`src/rtl/bk_arith_pkg.sv`:
```
// Shared definitions for the Brent-Kung arithmetic blocks (adder and
// pipelined subtractor).
//   WIDTH_DEFAULT : default operand width
//   pg_t          : (generate, propagate) pair carried through the prefix tree
//   clog2_f       : ceil(log2(value)), usable in constant expressions
package bk_arith_pkg;

   localparam int WIDTH_DEFAULT = 32;

   typedef struct packed {
      logic g;
      logic p;
   } pg_t;

   function automatic int clog2_f(input int value);
      int res;
      int v;
      res = 0;
      v   = value - 1;
      while (v > 0) begin
         res++;
         v = v >> 1;
      end
      return res;
   endfunction

endpackage

```
`src/rtl/bk_prefix_cell.sv`:
```
// Brent-Kung (G,P) dot operator: o = hi o lo.
//   hi : group covering the more significant bits
//   lo : adjacent, less significant group
//   o  : merged group (G = Ghi | Phi&Glo, P = Phi&Plo)
module bk_prefix_cell
   import bk_arith_pkg::*;
(
   input  pg_t hi,
   input  pg_t lo,
   output pg_t o
);

   assign o.g = hi.g | (hi.p & lo.g);
   assign o.p = hi.p & lo.p;

endmodule

```
`src/rtl/bk_pipelined_subtractor.sv`:
```
// Three-stage pipelined Brent-Kung subtractor: diff = a - b - bin.
// Computed as a + ~b + ~bin through a Brent-Kung prefix tree:
//   S1 : p, g (carry-in folded into bit 0) and the first half of the up-sweep
//   S2 : remaining up-sweep levels; spine carries c[2^k] are complete here
//   S3 : down-sweep, diff / bout / ovf registered and driven straight out
// Ports:
//   clk, rst              : clock, asynchronous active-high reset
//   in_valid / in_ready   : operand handshake
//   a, b, bin             : minuend, subtrahend, borrow-in
//   out_valid / out_ready : result handshake
//   diff, bout, ovf       : difference, borrow-out, signed overflow
module bk_pipelined_subtractor
   import bk_arith_pkg::*;
#(
   parameter int WIDTH = WIDTH_DEFAULT
)
(
   input  logic             clk,
   input  logic             rst,
   input  logic             in_valid,
   output logic             in_ready,
   input  logic [WIDTH-1:0] a,
   input  logic [WIDTH-1:0] b,
   input  logic             bin,
   output logic             out_valid,
   input  logic             out_ready,
   output logic [WIDTH-1:0] diff,
   output logic             bout,
   output logic             ovf
);

   localparam int LEVELS = clog2_f(WIDTH);
   localparam int UP_S1  = (LEVELS + 1) / 2;

   if (WIDTH < 8 || WIDTH > 64 || (WIDTH & (WIDTH - 1)) != 0) begin : g_bad_width
      $error("bk_pipelined_subtractor: WIDTH must be a power of two in 8..64");
   end

   // ---------------- elastic control ----------------
   logic v1_q, v2_q, v3_q;
   logic v1_d, v2_d, v3_d;
   logic free1, free2, free3;
   logic load1, load2, load3;

   always_comb begin
      free3 = ~v3_q | out_ready;
      free2 = ~v2_q | free3;
      free1 = ~v1_q | free2;
      load3 = v2_q & free3;
      load2 = v1_q & free2;
      load1 = in_valid & free1;
      v3_d  = load3 | (v3_q & ~out_ready);
      v2_d  = load2 | (v2_q & ~free3);
      v1_d  = load1 | (v1_q & ~free2);
   end

   always_ff @(posedge clk or posedge rst) begin
      if (rst) begin
         v1_q <= 1'b0;
         v2_q <= 1'b0;
         v3_q <= 1'b0;
      end else begin
         v1_q <= v1_d;
         v2_q <= v2_d;
         v3_q <= v3_d;
      end
   end

   assign in_ready  = free1;
   assign out_valid = v3_q;

   // ---------------- stage 1 ----------------
   logic [WIDTH-1:0] p0;
   logic [WIDTH-1:0] g0;
   logic             cin;
   pg_t  [WIDTH-1:0] lvl0;

   always_comb begin
      cin  = ~bin;
      p0   = a ^ ~b;
      g0   = a & ~b;
      lvl0 = '0;
      for (int i = 0; i < WIDTH; i++) begin
         lvl0[i].g = g0[i];
         lvl0[i].p = p0[i];
      end
      // Carry-in is absorbed into bit 0 so every prefix G[i:0] is c[i+1].
      lvl0[0].g = g0[0] | (p0[0] & cin);
      lvl0[0].p = p0[0] & cin;
   end

   pg_t  [WIDTH-1:0] s1_node_q, s1_node_d;
   logic [WIDTH-1:0] s1_p_q, s1_p_d;
   logic             s1_cin_q, s1_cin_d;
   logic             s1_a_msb_q, s1_a_msb_d;
   logic             s1_b_msb_q, s1_b_msb_d;

   // Up-sweep: level l merges node i with node i-2^(l-1) where i+1 is a
   // multiple of 2^l. Levels above UP_S1 start from the S1 register.
   for (genvar l = 1; l <= LEVELS; l++) begin : g_up
      pg_t [WIDTH-1:0] src;
      pg_t [WIDTH-1:0] n;
      if (l == 1) begin : g_src_in
         assign src = lvl0;
      end else if (l == UP_S1 + 1) begin : g_src_reg
         assign src = s1_node_q;
      end else begin : g_src_prev
         assign src = g_up[l-1].n;
      end
      for (genvar i = 0; i < WIDTH; i++) begin : g_bit
         if (((i + 1) % (1 << l)) == 0) begin : g_cell
            bk_prefix_cell u_cell (
               .hi (src[i]),
               .lo (src[i - (1 << (l - 1))]),
               .o  (n[i])
            );
         end else begin : g_pass
            assign n[i] = src[i];
         end
      end
   end

   always_comb begin
      s1_node_d  = s1_node_q;
      s1_p_d     = s1_p_q;
      s1_cin_d   = s1_cin_q;
      s1_a_msb_d = s1_a_msb_q;
      s1_b_msb_d = s1_b_msb_q;
      if (load1) begin
         s1_node_d  = g_up[UP_S1].n;
         s1_p_d     = p0;
         s1_cin_d   = cin;
         s1_a_msb_d = a[WIDTH-1];
         s1_b_msb_d = b[WIDTH-1];
      end
   end

   always_ff @(posedge clk) begin
      s1_node_q  <= s1_node_d;
      s1_p_q     <= s1_p_d;
      s1_cin_q   <= s1_cin_d;
      s1_a_msb_q <= s1_a_msb_d;
      s1_b_msb_q <= s1_b_msb_d;
   end

   // ---------------- stage 2 ----------------
   pg_t  [WIDTH-1:0] s2_node_q, s2_node_d;
   logic [WIDTH-1:0] s2_p_q, s2_p_d;
   logic             s2_cin_q, s2_cin_d;
   logic             s2_a_msb_q, s2_a_msb_d;
   logic             s2_b_msb_q, s2_b_msb_d;

   always_comb begin
      s2_node_d  = s2_node_q;
      s2_p_d     = s2_p_q;
      s2_cin_d   = s2_cin_q;
      s2_a_msb_d = s2_a_msb_q;
      s2_b_msb_d = s2_b_msb_q;
      if (load2) begin
         s2_node_d  = g_up[LEVELS].n;
         s2_p_d     = s1_p_q;
         s2_cin_d   = s1_cin_q;
         s2_a_msb_d = s1_a_msb_q;
         s2_b_msb_d = s1_b_msb_q;
      end
   end

   always_ff @(posedge clk) begin
      s2_node_q  <= s2_node_d;
      s2_p_q     <= s2_p_d;
      s2_cin_q   <= s2_cin_d;
      s2_a_msb_q <= s2_a_msb_d;
      s2_b_msb_q <= s2_b_msb_d;
   end

   // ---------------- stage 3 ----------------
   // Down-sweep: level d fills node i (i >= 2^d, i+1 = 2^(d-1) mod 2^d)
   // from the completed prefix 2^(d-1) positions below it.
   for (genvar d = LEVELS - 1; d >= 1; d--) begin : g_dn
      pg_t [WIDTH-1:0] src;
      pg_t [WIDTH-1:0] n;
      if (d == LEVELS - 1) begin : g_src_reg
         assign src = s2_node_q;
      end else begin : g_src_prev
         assign src = g_dn[d+1].n;
      end
      for (genvar i = 0; i < WIDTH; i++) begin : g_bit
         if (i >= (1 << d) && ((i + 1) % (1 << d)) == (1 << (d - 1))) begin : g_cell
            bk_prefix_cell u_cell (
               .hi (src[i]),
               .lo (src[i - (1 << (d - 1))]),
               .o  (n[i])
            );
         end else begin : g_pass
            assign n[i] = src[i];
         end
      end
   end

   pg_t  [WIDTH-1:0] fin;
   logic [WIDTH-1:0] carry_vec;
   logic [WIDTH-1:0] unused_fin_p;
   logic [WIDTH-1:0] diff_q, diff_d, diff_calc;
   logic             bout_q, bout_d;
   logic             ovf_q, ovf_d;

   assign fin = g_dn[1].n;

   always_comb begin
      carry_vec[0] = s2_cin_q;
      for (int i = 1; i < WIDTH; i++) begin
         carry_vec[i] = fin[i-1].g;
      end
      for (int i = 0; i < WIDTH; i++) begin
         unused_fin_p[i] = fin[i].p;
      end
      diff_calc = s2_p_q ^ carry_vec;
      diff_d    = diff_q;
      bout_d    = bout_q;
      ovf_d     = ovf_q;
      if (load3) begin
         diff_d = diff_calc;
         bout_d = ~fin[WIDTH-1].g;
         ovf_d  = (s2_a_msb_q ^ s2_b_msb_q) & (s2_a_msb_q ^ diff_calc[WIDTH-1]);
      end
   end

   // Result flops are cleared by reset so the outputs read zero while reset
   // is held and no stale value survives an abort.
   always_ff @(posedge clk or posedge rst) begin
      if (rst) begin
         diff_q <= '0;
         bout_q <= 1'b0;
         ovf_q  <= 1'b0;
      end else begin
         diff_q <= diff_d;
         bout_q <= bout_d;
         ovf_q  <= ovf_d;
      end
   end

   assign diff = diff_q;
   assign bout = bout_q;
   assign ovf  = ovf_q;

endmodule

```
`config.mk`:
```
export PLATFORM = sky130hd
export DESIGN_NAME = bk_pipelined_subtractor
export DESIGN_NICKNAME = d
export VERILOG_FILES = /design/src/rtl/bk_arith_pkg.sv /design/src/rtl/bk_prefix_cell.sv /design/src/rtl/bk_pipelined_subtractor.sv
export SDC_FILE = /design/constraint.sdc
export NUM_CORES = 1
export LEC_CHECK = 0
export BUFFER_PORTS_ARGS = -buffer_cell sky130_fd_sc_hd__buf_4
export CORE_MARGIN = 4
export CORE_UTILIZATION = 52
export DETAILED_ROUTE_END_ITERATION = 12
export PLACE_DENSITY = 0.76
export SLEW_MARGIN = 5
export SYNTH_ARGS = -nofsm -noshare
export SYNTH_HDL_FRONTEND = slang
export SYNTH_HIERARCHICAL = 1
export SYNTH_SLANG_ARGS = --single-unit
```
`constraint.sdc`:
```
create_clock -name clk -period 2.8 [get_ports clk]
set_clock_uncertainty 0.05 [all_clocks]
set_input_delay 0.56 -clock clk [delete_from_list [all_inputs] [get_ports clk]]
set_output_delay 0.56 -clock clk [all_outputs]
set_load 0.01 [all_outputs]
```
==> out/qor.txt <==
Drt total wl: 11.1 mm
Slowest-stage cell, CP: edfxtp_1
Placement Setup Slack: 630 ps
Crit. End Element: flop
Root buf cell: clkbuf_16
Setup slack after layout: 752 ps
Post-CTS sizing: 0
First-pass GRT wire length: 17.8 mm
Max Slew Vio Count: 0
I/O Buffers: 104
CP most frequent cell: a21o_1
Detailed-route vias per instance: 4.85
WP data required: 3060 ps
Share of layout cells above drive strength 1: 0.358
M2 GR Usage: 0.244
CP cell instances: a21o_1 > a21o_1 > a21o_1 > a21o_1 > xnor2_1 > mux2i_1 > mux2_4
Ant. Diodes: 0
Largest net degree at the start of global routing: 81
Grt total ovfl: 0
Residual DRC count: 0
Average wire per standard cell: 14.8 µm
Via count: 3,633
CTS tree: built
Commonest non-fill, non-tap cell in the layout: edfxtp_1
Ys Warns: 6
RSZ-0062 raised after global routing: no
Nature of the critical path startpoint: flop
DIE HEIGHT: 130 µm
WS Path Type: reg2reg
Die width: 130 µm
Lkg Pwr: 0.00417 µW
Hold Slack: 182 ps
Core region area: 14,500 µm²
Min Tclk post-route: 2050 ps
Nets@finish: 653
Worst-path clk slew: 70 ps
Row count: 44
Slowest stage delay, CP: 470 ps
Hold WC Path Type: in2async
Status: finished, final reports clean
Final hold viol count: 0
Fmax: 488 MHz
DP Cell Count: 717
DRT Pass-1 Iters: 4
Syn_nets: 530
CTS Sinks: 195
Vias in the first global route: 3,699
Clock buffer count from CTS: 17
Max_cap viols: 0
Die area: 16,900 µm²
GR peak layer: met2
Synth Area per Inst: 18.0 µm²
CTS Buffer Depth: 2
Tcrit/Tclk final: 0.732
Ports: 105
Hpwl dp: 7.70 mm
H-tree Lvls: 4
Post-CTS Setup Inserts: 0
Fin cells: 749
Crit path max fanout: 5
Total negative slack: 0 ps
Syn Std Cell Area: 7740 µm²
Antenna viol nets, final: 0
Worst EP arrival: 2310 ps
Met3 usage: 0.0434
GPL Wtd Cong: 0.858
Worst skew pair latency: 430 ps
Peak supply drop: 0.494 mV
Initial antenna violation count: 0
Mapped Cells: 429
Setup violators final: 0
Starting DRC count in detailed routing: 187
Met1 Usage GRT: 0.162
Area delta synth->final: 21.6%
Commonest cells after routing, fill and taps aside: 158 x edfxtp_1, 105 x buf_4, 57 x a21o_1, 37 x dfrtp_1, 34 x inv_1
Total Routing Usage GR: 0.140
Total power: 7470 µW
Slew headroom: 0.376
Initial Util: 0.532
Pwr dens: 793 nW/µm²
Worst Tran Pin Value: 931 ps
Hold_buf cts: 0
-- per-layer routing --
metal,part of all wire,vias up
met5,0,-
met2,0.53,70
li1,-,1812
met3,0.048,18
met4,0.022,0
met1,0.40,1733
-- state kept, by name (all words and copies together) (netlist names), 4 cells and up --
register   cells
diff          32
s2_p_q        32
g_up.src       4
s1_p_q        32
carry_vec      5
g_dn.src      37
g_up.n        41
-- where the power goes --
group	internal (µW)	leakage, µW	switching, µW
clock network	1520	0.000313	1050
registers	3590	0.00197	183
logic	648	0.00189	470
-- worst max-delay path: cells and delay by family, from the launching register on --
kind,cells,cell delay [ps]
compound gates,4,820
flops,1,470
mux,2,370
xor+xnor,1,230
-- worst paths after layout --
| path | start | end | slack [ps] | cells after the start |
|---|---|---|---|---|
| max in group asynchronous | rst | v2_q | 1870 | 3 |
| worst max register to register | carry_vec[16] | ovf | 750 | 7 |
| min in group clk | b[31] | s1_b_msb_q | 300 | 1 |
| worst min-delay path | rst | diff[22] | 180 | 2 |
| worst max-delay path | carry_vec[16] | ovf | 750 | 7 |
| worst min register to register | fin[63] | bout | 360 | 1 |
-- layout make-up --
class                      count  area (µm²)
sequential                   195        5670
inverter                      35         131
tap                          184         230
multi-input combinational    196        1910
clock buffer                  17         425
timing repair buffer         107         828
clock inverter                15         216
fill                        1020        5120
-- through the flow --
step | cell area, µm² | util
floorplan | 7740 | -
global placement | 8770 | 0.603
detailed placement | 8770 | 0.603
CTS | 9410 | 0.647
global route | 9410 | 0.647
finish | 9410 | 0.647
Power figures use the tool's default switching activity.
